### src/rtl/spi_cs_scheduler_if.sv
// SPI lane-0 pin bundle: SCK, four active-low chip selects, MOSI/OE, MISO.
// master drives SCK/CS/SDO/OEN and samples SDI; slave is the mirror.
interface spi_cs_scheduler_if;
  logic spi_clk_o;
  logic spi_csn0_o;
  logic spi_csn1_o;
  logic spi_csn2_o;
  logic spi_csn3_o;
  logic spi_oen0_o;
  logic spi_sdo0_o;
  logic spi_sdi0_i;

  modport master (
    output spi_clk_o,
    output spi_csn0_o,
    output spi_csn1_o,
    output spi_csn2_o,
    output spi_csn3_o,
    output spi_oen0_o,
    output spi_sdo0_o,
    input  spi_sdi0_i
  );

  modport slave (
    input  spi_clk_o,
    input  spi_csn0_o,
    input  spi_csn1_o,
    input  spi_csn2_o,
    input  spi_csn3_o,
    input  spi_oen0_o,
    input  spi_sdo0_o,
    output spi_sdi0_i
  );
endinterface

### src/rtl/spi_cs_scheduler.sv
// Round-robin SPI CS scheduler + mode-0 byte engine sharing lane 0.
// Ports: sys_clk_i/rstn_i (sync, active-low); req_i/len_i/gnt_o/busy_o
// arbitration; tx_data_i/tx_valid_i/tx_ready_o byte input;
// rx_data_o/rx_valid_o received byte; done_o frame end; spi (master
// modport) carries SCK, csn0..3, oen0, sdo0, sdi0.
// Optional macro SPI_CS_ABORT_EN adds abort_i / aborted_o.
module spi_cs_scheduler #(
  parameter int CLK_DIV  = 4,
  parameter int CS_SETUP = 2,
  parameter int CS_HOLD  = 2,
  parameter int CS_GAP   = 2
) (
  input  logic        sys_clk_i,
  input  logic        rstn_i,
  input  logic [3:0]  req_i,
  input  logic [31:0] len_i,
  output logic [3:0]  gnt_o,
  output logic        busy_o,
  input  logic [7:0]  tx_data_i,
  input  logic        tx_valid_i,
  output logic        tx_ready_o,
  output logic [7:0]  rx_data_o,
  output logic        rx_valid_o,
  output logic        done_o,
`ifdef SPI_CS_ABORT_EN
  input  logic        abort_i,
  output logic        aborted_o,
`endif
  spi_cs_scheduler_if.master spi
);

  localparam int TW = 16;
  localparam logic [TW-1:0] DIV_LAST   = TW'(CLK_DIV - 1);
  localparam logic [TW-1:0] SETUP_LAST = TW'(CS_SETUP - 1);
  localparam logic [TW-1:0] HOLD_LAST  = TW'(CS_HOLD - 1);
  localparam logic [TW-1:0] GAP_LAST   = TW'(CS_GAP - 1);

  typedef enum logic [2:0] {
    S_IDLE,
    S_SETUP,
    S_LOAD,
    S_SHIFT,
    S_HOLD,
    S_GAP
  } state_t;

  state_t        r_state;
  logic [1:0]    r_ptr;
  logic [3:0]    r_gnt;
  logic [3:0]    r_csn;
  logic          r_oen;
  logic          r_sck;
  logic [7:0]    r_shift;
  logic [7:0]    r_rx;
  logic [7:0]    r_rx_data;
  logic          r_rx_valid;
  logic          r_tx_ready;
  logic          r_done;
  logic          r_abort;
  logic [7:0]    r_len;
  logic [7:0]    r_cnt;
  logic [2:0]    r_bit;
  logic [TW-1:0] r_timer;
`ifdef SPI_CS_ABORT_EN
  logic          r_aborted;
`endif

  logic       w_hit;
  logic [1:0] w_pick;
  logic [7:0] w_len;
  logic       w_abort;

`ifdef SPI_CS_ABORT_EN
  assign w_abort = abort_i;
`else
  assign w_abort = 1'b0;
`endif

  // first requester at or above the pointer, wrapping mod 4
  always_comb begin
    logic [1:0] v_idx;
    w_hit  = 1'b0;
    w_pick = r_ptr;
    v_idx  = r_ptr;
    for (int k = 0; k < 4; k++) begin
      v_idx = r_ptr + 2'(k);
      if (!w_hit && req_i[v_idx]) begin
        w_hit  = 1'b1;
        w_pick = v_idx;
      end
    end
  end

  assign w_len = len_i[{w_pick, 3'b000} +: 8];

  always_ff @(posedge sys_clk_i) begin
    if (!rstn_i) begin
      r_state    <= S_IDLE;
      r_ptr      <= 2'd0;
      r_gnt      <= 4'h0;
      r_csn      <= 4'hF;
      r_oen      <= 1'b1;
      r_sck      <= 1'b0;
      r_shift    <= 8'h00;
      r_rx       <= 8'h00;
      r_rx_data  <= 8'h00;
      r_rx_valid <= 1'b0;
      r_tx_ready <= 1'b0;
      r_done     <= 1'b0;
      r_abort    <= 1'b0;
      r_len      <= 8'h00;
      r_cnt      <= 8'h00;
      r_bit      <= 3'd0;
      r_timer    <= '0;
`ifdef SPI_CS_ABORT_EN
      r_aborted  <= 1'b0;
`endif
    end else begin
      r_done     <= 1'b0;
      r_rx_valid <= 1'b0;
`ifdef SPI_CS_ABORT_EN
      r_aborted  <= 1'b0;
`endif
      unique case (r_state)
        S_IDLE: begin
          if (w_hit) begin
            r_gnt   <= 4'b0001 << w_pick;
            r_csn   <= ~(4'b0001 << w_pick);
            r_oen   <= 1'b0;
            r_len   <= w_len;
            r_cnt   <= 8'h00;
            r_ptr   <= w_pick + 2'd1;
            r_timer <= '0;
            r_abort <= 1'b0;
            r_state <= S_SETUP;
          end
        end
        S_SETUP: begin
          if (w_abort) begin
            r_abort <= 1'b1;
            r_timer <= '0;
            r_state <= S_HOLD;
          end else if (r_timer == SETUP_LAST) begin
            r_timer    <= '0;
            r_tx_ready <= 1'b1;
            r_state    <= S_LOAD;
          end else begin
            r_timer <= r_timer + 16'd1;
          end
        end
        S_LOAD: begin
          if (w_abort) begin
            r_abort    <= 1'b1;
            r_tx_ready <= 1'b0;
            r_timer    <= '0;
            r_state    <= S_HOLD;
          end else if (tx_valid_i && r_tx_ready) begin
            r_shift    <= tx_data_i;
            r_tx_ready <= 1'b0;
            r_timer    <= '0;
            r_bit      <= 3'd0;
            r_state    <= S_SHIFT;
          end
        end
        S_SHIFT: begin
          // abort is remembered and honoured only at the byte boundary
          if (w_abort) r_abort <= 1'b1;
          if (r_timer != DIV_LAST) begin
            r_timer <= r_timer + 16'd1;
          end else begin
            r_timer <= '0;
            if (!r_sck) begin
              r_sck <= 1'b1;
              r_rx  <= {r_rx[6:0], spi.spi_sdi0_i};
            end else begin
              r_sck   <= 1'b0;
              r_shift <= {r_shift[6:0], 1'b0};
              r_bit   <= r_bit + 3'd1;
              if (r_bit == 3'd7) begin
                r_rx_data  <= r_rx;
                r_rx_valid <= 1'b1;
                if (r_cnt == r_len || r_abort || w_abort) begin
                  r_state <= S_HOLD;
                end else begin
                  r_cnt      <= r_cnt + 8'd1;
                  r_tx_ready <= 1'b1;
                  r_state    <= S_LOAD;
                end
              end
            end
          end
        end
        S_HOLD: begin
          if (r_timer == HOLD_LAST) begin
            r_timer   <= '0;
            r_csn     <= 4'hF;
            r_oen     <= 1'b1;
            r_shift   <= 8'h00;
            r_gnt     <= 4'h0;
            r_done    <= 1'b1;
`ifdef SPI_CS_ABORT_EN
            r_aborted <= r_abort;
`endif
            r_state   <= S_GAP;
          end else begin
            r_timer <= r_timer + 16'd1;
          end
        end
        S_GAP: begin
          if (r_timer == GAP_LAST) begin
            r_timer <= '0;
            r_state <= S_IDLE;
          end else begin
            r_timer <= r_timer + 16'd1;
          end
        end
        default: r_state <= S_IDLE;
      endcase
    end
  end

  assign gnt_o      = r_gnt;
  assign busy_o     = |r_gnt;
  assign tx_ready_o = r_tx_ready;
  assign rx_data_o  = r_rx_data;
  assign rx_valid_o = r_rx_valid;
  assign done_o     = r_done;
`ifdef SPI_CS_ABORT_EN
  assign aborted_o  = r_aborted;
`endif

  assign spi.spi_clk_o  = r_sck;
  assign spi.spi_csn0_o = r_csn[0];
  assign spi.spi_csn1_o = r_csn[1];
  assign spi.spi_csn2_o = r_csn[2];
  assign spi.spi_csn3_o = r_csn[3];
  assign spi.spi_oen0_o = r_oen;
  assign spi.spi_sdo0_o = r_shift[7];

endmodule
### src/flat_wrapper.sv
// flat-port wrapper written by rule: the top's interface ports become plain ports
module spi_cs_scheduler_flat 
#(
  parameter int CLK_DIV  = 4,
  parameter int CS_SETUP = 2,
  parameter int CS_HOLD  = 2,
  parameter int CS_GAP   = 2
)
  (sys_clk_i, rstn_i, req_i, len_i, gnt_o, busy_o, tx_data_i, tx_valid_i, tx_ready_o, rx_data_o, rx_valid_o, done_o, spi_spi_clk_o, spi_spi_csn0_o, spi_spi_csn1_o, spi_spi_csn2_o, spi_spi_csn3_o, spi_spi_oen0_o, spi_spi_sdo0_o, spi_spi_sdi0_i);
  spi_cs_scheduler_if spi_i ();
  input  logic sys_clk_i;
  input  logic rstn_i;
  input  logic [3:0] req_i;
  input  logic [31:0] len_i;
  output logic [3:0] gnt_o;
  output logic busy_o;
  input  logic [7:0] tx_data_i;
  input  logic tx_valid_i;
  output logic tx_ready_o;
  output logic [7:0] rx_data_o;
  output logic rx_valid_o;
  output logic done_o;
  output wire logic [$bits(spi_i.spi_clk_o)-1:0] spi_spi_clk_o;
  output wire logic [$bits(spi_i.spi_csn0_o)-1:0] spi_spi_csn0_o;
  output wire logic [$bits(spi_i.spi_csn1_o)-1:0] spi_spi_csn1_o;
  output wire logic [$bits(spi_i.spi_csn2_o)-1:0] spi_spi_csn2_o;
  output wire logic [$bits(spi_i.spi_csn3_o)-1:0] spi_spi_csn3_o;
  output wire logic [$bits(spi_i.spi_oen0_o)-1:0] spi_spi_oen0_o;
  output wire logic [$bits(spi_i.spi_sdo0_o)-1:0] spi_spi_sdo0_o;
  input wire logic [$bits(spi_i.spi_sdi0_i)-1:0] spi_spi_sdi0_i;
  assign spi_spi_clk_o = spi_i.spi_clk_o;
  assign spi_spi_csn0_o = spi_i.spi_csn0_o;
  assign spi_spi_csn1_o = spi_i.spi_csn1_o;
  assign spi_spi_csn2_o = spi_i.spi_csn2_o;
  assign spi_spi_csn3_o = spi_i.spi_csn3_o;
  assign spi_spi_oen0_o = spi_i.spi_oen0_o;
  assign spi_spi_sdo0_o = spi_i.spi_sdo0_o;
  assign spi_i.spi_sdi0_i = spi_spi_sdi0_i;
  spi_cs_scheduler #(.CLK_DIV(CLK_DIV), .CS_SETUP(CS_SETUP), .CS_HOLD(CS_HOLD), .CS_GAP(CS_GAP)) u_core (.sys_clk_i(sys_clk_i), .rstn_i(rstn_i), .req_i(req_i), .len_i(len_i), .gnt_o(gnt_o), .busy_o(busy_o), .tx_data_i(tx_data_i), .tx_valid_i(tx_valid_i), .tx_ready_o(tx_ready_o), .rx_data_o(rx_data_o), .rx_valid_o(rx_valid_o), .done_o(done_o), .spi(spi_i));
endmodule
### config.mk
export PLATFORM = sky130hd
export DESIGN_NAME = spi_cs_scheduler_flat
export DESIGN_NICKNAME = d
export VERILOG_FILES = /design/src/rtl/spi_cs_scheduler_if.sv /design/src/rtl/spi_cs_scheduler.sv /design/src/flat_wrapper.sv
export SDC_FILE = /design/constraint.sdc
export NUM_CORES = 1
export LEC_CHECK = 0
export CAP_MARGIN = 10
export CORE_UTILIZATION = 57
export DETAILED_ROUTE_END_ITERATION = 8
export GPL_TIMING_DRIVEN = 0
export PLACE_DENSITY = 0.86
export SETUP_SLACK_MARGIN = 0.05
export SYNTH_ARGS = -nofsm -noshare
export SYNTH_HDL_FRONTEND = slang
export SYNTH_SLANG_ARGS = --single-unit
### constraint.sdc
create_clock -name sys_clk_i -period 4.4 [get_ports sys_clk_i]
set_input_delay 0.44 -clock sys_clk_i [delete_from_list [all_inputs] [get_ports sys_clk_i]]
set_output_delay 0.44 -clock sys_clk_i [all_outputs]
set_load 0.03 [all_outputs]
# After elaboration in Yosys (flattened, before gate mapping)
# Index checks and enable logic that the tools add are counted.
# Widths: inputs -> output; s select.
[word_totals]
register_bits = 77
[classes]
n_mux = 63
n_lt_le_gt_ge = 4
n_addsub = 7
reduce_logical = 29
shift = 2
n_bitwise = 5
eq_ne = 18
[op_table]
columns = ["op", "n"]
rows = [
  ["$mux 8", 9],
  ["$mux 16", 4],
  ["$pmux 16 s4", 1],
  ["$mux 3", 12],
  ["$shiftx 32x6->8", 1],
  ["$pmux 8 s3", 1],
  ["$mux 1", 18],
  ["$pmux 3 s6", 1],
  ["$add 16x1->16 const B", 1],
  ["$eq 16x1->1 const B", 1],
  ["$mux 4", 4],
  ["$ne 16x2->1 const B", 1],
  ["$pmux 4 s2", 2],
  ["$pmux 8 s2", 1],
  ["$ne 2x1->1 const B", 7],
  ["$lt 2x3->1 const B", 4],
  ["$eq 3x3->1 const B", 3],
  ["$reduce_and 3->1", 3],
  ["$add 8x1->8 const B", 1],
  ["$bmux 1 s2", 4],
  ["$eq 8x8->1", 1],
  ["$reduce_and 4->1", 2],
  ["$reduce_and 8->1", 1],
  ["$reduce_or 4->1", 2],
  ["24 further kinds", 43],
]

# Longest topological paths before layout
[depth]
depth_word = 16
mapped_depth = 9
mapped_depth_nobuf = 8

# Least setup slack after synthesis
# OpenSTA, ideal clock, no wires.
[synth_path]
path_kind = "input to register"
start = "in req_i[2]"
end = "reg u_core.r_len[6]"
path_stages = 6
slack_ns = 2.336
arrival_time_ns = 1.942
path_buffers = 1
cell_sequence = "nor2b_1 -> o21a_1 -> a21oi_2 -> buf_2 -> mux2_2 -> a221o_1"
[synth_via]
elab_chain_len = 13
[synth_rtl]
columns = ["element", "line", "text"]
rows = [
  ["start, declared", "flat_wrapper.sv:13", "input logic [3:0] req_i;"],
  ["$bmux 1 s2", "spi_cs_scheduler.sv:87", "if (!w_hit && req_i[v_idx]) begin"],
  ["$mux 1 (not written as such)", "spi_cs_scheduler.sv:87", ""],
  ["$mux 1", "spi_cs_scheduler.sv:87", ""],
  ["$logic_not 1->1", "spi_cs_scheduler.sv:87", ""],
  ["$logic_and 1x1->1", "spi_cs_scheduler.sv:87", ""],
  ["$mux 1", "spi_cs_scheduler.sv:87", ""],
  ["$logic_not 1->1", "spi_cs_scheduler.sv:87", ""],
  ["$logic_and 1x1->1", "spi_cs_scheduler.sv:87", ""],
  ["$mux 1", "spi_cs_scheduler.sv:87", ""],
  ["$logic_not 1->1", "spi_cs_scheduler.sv:87", ""],
  ["$logic_and 1x1->1", "spi_cs_scheduler.sv:87", ""],
  ["$mux 2 or $mux 1 (tied branches)", "spi_cs_scheduler.sv:87", ""],
  ["$shiftx 32x6->8 or $reduce_and 2->1 (tied branches)", "n/a", ""],
  ["end signal, assigned", "spi_cs_scheduler.sv:130", "r_len <= w_len;"],
  ["end, declared", "spi_cs_scheduler.sv:60", "logic [7:0] r_len;"],
]
# Several ways; a longest one is shown, not always the timed one. The select of a mux whose other input is x is not followed.
# A chain may end at the register's enable or synchronous reset.

# Final worst setup path
[layout_path]
start = "reg u_core.r_timer[0]"
end = "reg u_core.r_rx[5]"
[layout_via]
elab_chain_len = 3
[layout_rtl]
columns = ["element", "line", "text"]
rows = [
  ["start, declared", "spi_cs_scheduler.sv:63", "logic [TW-1:0] r_timer;"],
  ["start signal, assigned", "spi_cs_scheduler.sv:148", "r_timer <= r_timer + 16'd1;"],
  ["start signal, assigned", "spi_cs_scheduler.sv:169", "r_timer <= r_timer + 16'd1;"],
  ["start signal, assigned", "spi_cs_scheduler.sv:206", "r_timer <= r_timer + 16'd1;"],
  ["$ne 16x2->1", "spi_cs_scheduler.sv:168", "if (r_timer != DIV_LAST) begin"],
  ["$not 1->1 (no source line)", "n/a", ""],
  ["$reduce_and 3->1 (no source line)", "n/a", ""],
  ["end signal, assigned", "spi_cs_scheduler.sv:174", "r_rx <= {r_rx[6:0], spi.spi_sdi0_i};"],
  ["end, declared", "spi_cs_scheduler.sv:54", "logic [7:0] r_rx;"],
]
# No other way between the ends.

==> results.md <==
- Hold Crit Class: flip-flop to flip-flop
- Sequential cell area fraction in the yosys report: 39.0%
- Placed instance area: 4740 µm²
- Inserted Clock Buffers: 9
- Pwr/cell area: between 400 and 500 nW/µm²
- Netlist cell types: 54
- Synthesized area: 3950 µm²
- FF+latch count, synth: 77
- Hold wc startpoint: u_core.rx_data_o[6]$_SDFFE_PN0P_
- Congestion Overflow GR: 0
- Cells after Synth: 458
- Hold_ws: 457 ps
- Number of global-route vias before repair: 3,498
- ANT nets after route: 0
- PortBufs: 70
- DRC violations left: 0
- Initial antenna violation count: 0
- Fillers: 489
- Overall Global Routing Usage: 27.9%
- Most used flip-flop cell after synthesis: dfxtp_1
- Die W: 85.2 µm
- Pin count of the biggest net entering global routing: 17
- Hold depth: 2
- HPWL after DPL: roughly 7000 µm
- Post-Synthesis Mean Instance Area: 8.62 µm²
- Status: complete, no violations
- Reg2reg path depth: 6
- Post-CTS sizing: 0
- Final net count: 596
- RePlAce Congestion: 0.920
- Max-cap violation count: 0
- Post-synth EDFFs: 0
- Slew headroom: a little over a fifth
- Total number of vias: 3,733
- Worst-Skew Late Latency: 360 ps
- Area delta synth->final: 24.9%
- Synth async-reset ratio: 0%
- RR Endpoint: u_core.r_rx[5]$_SDFFE_PN0P_
- Mean routed wirelength per cell: between 15 and 20 µm
- Final Core Density: approximately 75%
- Final setup fails: 0
- CP Launch Type: flip-flop
- First-pass GRT wire length: 16,100 µm
- # IOs: 71
- GR peak layer: met2
- R2R Path Start: u_core.r_timer[0]$_SDFFE_PN0P_
- Total power: 2.27 mW
- Worst Tran Pin Value: 1160 ps
- Final hold vios: 0
- Peak supply drop: 0.287 mV
- Clock Sinks: 77
- Final wirelength: 9580 µm
- CTS tree: yes
- Fin Clk Skew: 12.1 ps
- Required time of the critical path: 4690 ps
- Leakage Power: 1.80 nW
- Tmin final: between 2000 and 3000 ps
- GR Util met1: between 30% and 40%
- Met3 GRT Util: under 10%
- Core ar.: roughly 6500 µm²
- Die area: 7260 µm²
- Grt met2 use: approximately 48%
- FMAX: 389 MHz
- # Post-CTS Setup Buffers: 0
- Critical path endpoint category: flip-flop
- Critical path data arrival time: 2860 ps
- Final Cycle Share: 58.4%
- Finished Cell Area: 4930 µm²
- RSZ-0062 raised after global routing: false
- Row count: 29
- FF-to-FF setup slack: between 1500 and 2000 ps
- Clock transition at the registers of the reported paths: 100 ps
- Worst Hold End: u_core.rx_data_o[6]$_SDFFE_PN0P_
- Hold Buf Count CTS: 0
- Initial Util: 60.4%
- Synth Warn #: 0
- Final slew viol count: 0
- DR iter-0 viols: roughly 290
- Layout cells sized above 1: 11.0%
- DRT Pass-1 Iters: 5
- Vias per cell: ~6
- Synth Net Count: 515
- Antenna diode count: 0
- Clk buf depth: 2
- Htree depth: 3
- Setup TNS: 0 ps
- CP Class: flip-flop to flip-flop
- CP Max Fanout: 8
- Root buf cell: clkbuf_8
- Die Span Y: 85.2 µm
==> power breakdown <==
part           internal [mW]  leakage [nW]  switching, mW
registers              0.792         0.625         0.0797
clock network          0.217        0.0892          0.296
logic                  0.378          1.09          0.507
total                   1.39          1.80          0.883
==> worst max-delay path: stages (launching register included) <==
cell     delay (ps)
dfxtp_1         430
ha_1            280
nor3b_1         290
nand4_1         340
nor3_1          840
nand2_1         130
a21oi_1         190
==> routing by layer <==
metal  wire length [µm]  part of all wire [%]
met3                697                   7.3
met5                  0                     0
met4                161                   1.7
met1               4180                    44
met2               4550                    47
==> per-stage QoR <==
step                      worst slack, ps  cells
after global placement               1640    605
after floorplan                      2340    458
after CTS                            1890    621
after detailed placement             1580    605
after global routing                 1580    621
final                                1830    621
==> worst max-delay path by stage <==
stage,from,end,slack [ps],cells past startpoint
2_1_floorplan,req_i[2],u_core.r_len[6]$_SDFFE_PN0P_,2340,6
5_1_grt,u_core.r_timer[0]$_SDFFE_PN0P_,u_core.r_rx[4]$_SDFFE_PN0P_,1580,6
6_report,u_core.r_timer[0]$_SDFFE_PN0P_,u_core.r_rx[5]$_SDFFE_PN0P_,1830,6
3_5_place_dp,req_i[3],u_core.r_timer[5]$_SDFFE_PN0P_,1580,7
3_3_place_gp,req_i[2],u_core.r_len[6]$_SDFFE_PN0P_,1640,7
4_1_cts,u_core.r_timer[0]$_SDFFE_PN0P_,u_core.r_rx[5]$_SDFFE_PN0P_,1890,6
==> placed cells by master (no fill, tap or decap), drive strengths merged, types with 7 or more instances in the layout <==
cell / Yosys / layout
xnor2: 7 / 7
mux2: 17 / 17
nor3: 8 / 8
nand4: 15 / 15
nand3: 8 / 8
clkbuf: 14 / 23
buf: 13 / 13
a21oi: 46 / 46
a311oi: 8 / 8
clkdlybuf4s50: 0 / 70
a22oi: 7 / 7
xor2: 16 / 16
nand2: 65 / 65
nor4: 7 / 7
and3: 10 / 10
dfxtp: 77 / 77
ha: 9 / 9
inv: 11 / 16
o21ai: 11 / 11
a221o: 9 / 9
and4: 9 / 9
nor2: 29 / 29
==> cells in the mapped netlist, types with 2 or more instances <==
| library cell | instances | area [µm²] |
|---|---|---|
| a211oi_1 | 2 | 15.0 |
| a21oi_1 | 45 | 225 |
| a221o_1 | 9 | 90.1 |
| a22oi_1 | 7 | 52.6 |
| a311oi_1 | 8 | 70.1 |
| a31o_2 | 3 | 26.3 |
| a31oi_1 | 5 | 31.3 |
| and2_1 | 6 | 37.5 |
| and3_1 | 10 | 62.6 |
| and4_1 | 8 | 70.1 |
| buf_2 | 10 | 50.1 |
| buf_6 | 2 | 22.5 |
| clkbuf_1 | 14 | 52.6 |
| dfxtp_1 | 77 | 1540 |
| ha_1 | 9 | 113 |
| inv_1 | 11 | 41.3 |
| mux2_2 | 17 | 191 |
| mux2i_1 | 2 | 20.0 |
| nand2_1 | 65 | 244 |
| nand2b_1 | 3 | 18.8 |
| nand3_1 | 8 | 40.0 |
| nand3b_1 | 3 | 22.5 |
| nand4_1 | 15 | 93.8 |
| nor2_1 | 29 | 109 |
| nor2b_1 | 5 | 31.3 |
| nor3_1 | 7 | 35.0 |
| nor3b_1 | 2 | 15.0 |
| nor4_1 | 3 | 18.8 |
| nor4_2 | 3 | 37.5 |
| o21a_1 | 2 | 15.0 |
| o21ai_0 | 10 | 50.1 |
| o31ai_1 | 6 | 45.0 |
| or2_2 | 2 | 12.5 |
| or3_1 | 5 | 31.3 |
| or4_1 | 5 | 37.5 |
| xnor2_1 | 7 | 61.3 |
| xor2_1 | 16 | 140 |
==> cell families (layout without fill, tap and decap cells) <==
| family | count (synthesis) | after routing | share of synthesized area (%) |
|---|---|---|---|
| and+or+nand+nor | 184 | 184 | 24.7 |
| xor gates and xnor gates | 23 | 23 | 5.10 |
| DFF | 77 | 77 | 39.0 |
| muxes | 19 | 19 | 5.36 |
| buffers and inverters | 38 | 124 | 4.31 |
| adders and majority gates | 9 | 9 | 2.85 |
| AOI/OAI and AO/OA | 108 | 108 | 18.6 |
==> layout make-up <==
class	instances	area (µm²)	area share, %
timing repair buffer	70	701	14.2
multi-input combinational	343	2240	45.4
tap	77	96.3	1.95
clock buffer	9	124	2.51
sequential	77	1540	31.3
inverter	11	41.3	0.838
clock inverter	7	61.3	1.24
buffer	27	129	2.61
==> sequential cells by signal (all words and copies together) (netlist names), 4 cells and up <==
signal            cells
u_core.r_rx           8
u_core.gnt_o          4
u_core.rx_data_o      8
u_core.r_csn          4
u_core.r_shift        8
u_core.r_cnt          8
u_core.r_len          8
u_core.r_timer       16
Note: power is estimated with default switching activity, not from simulation.
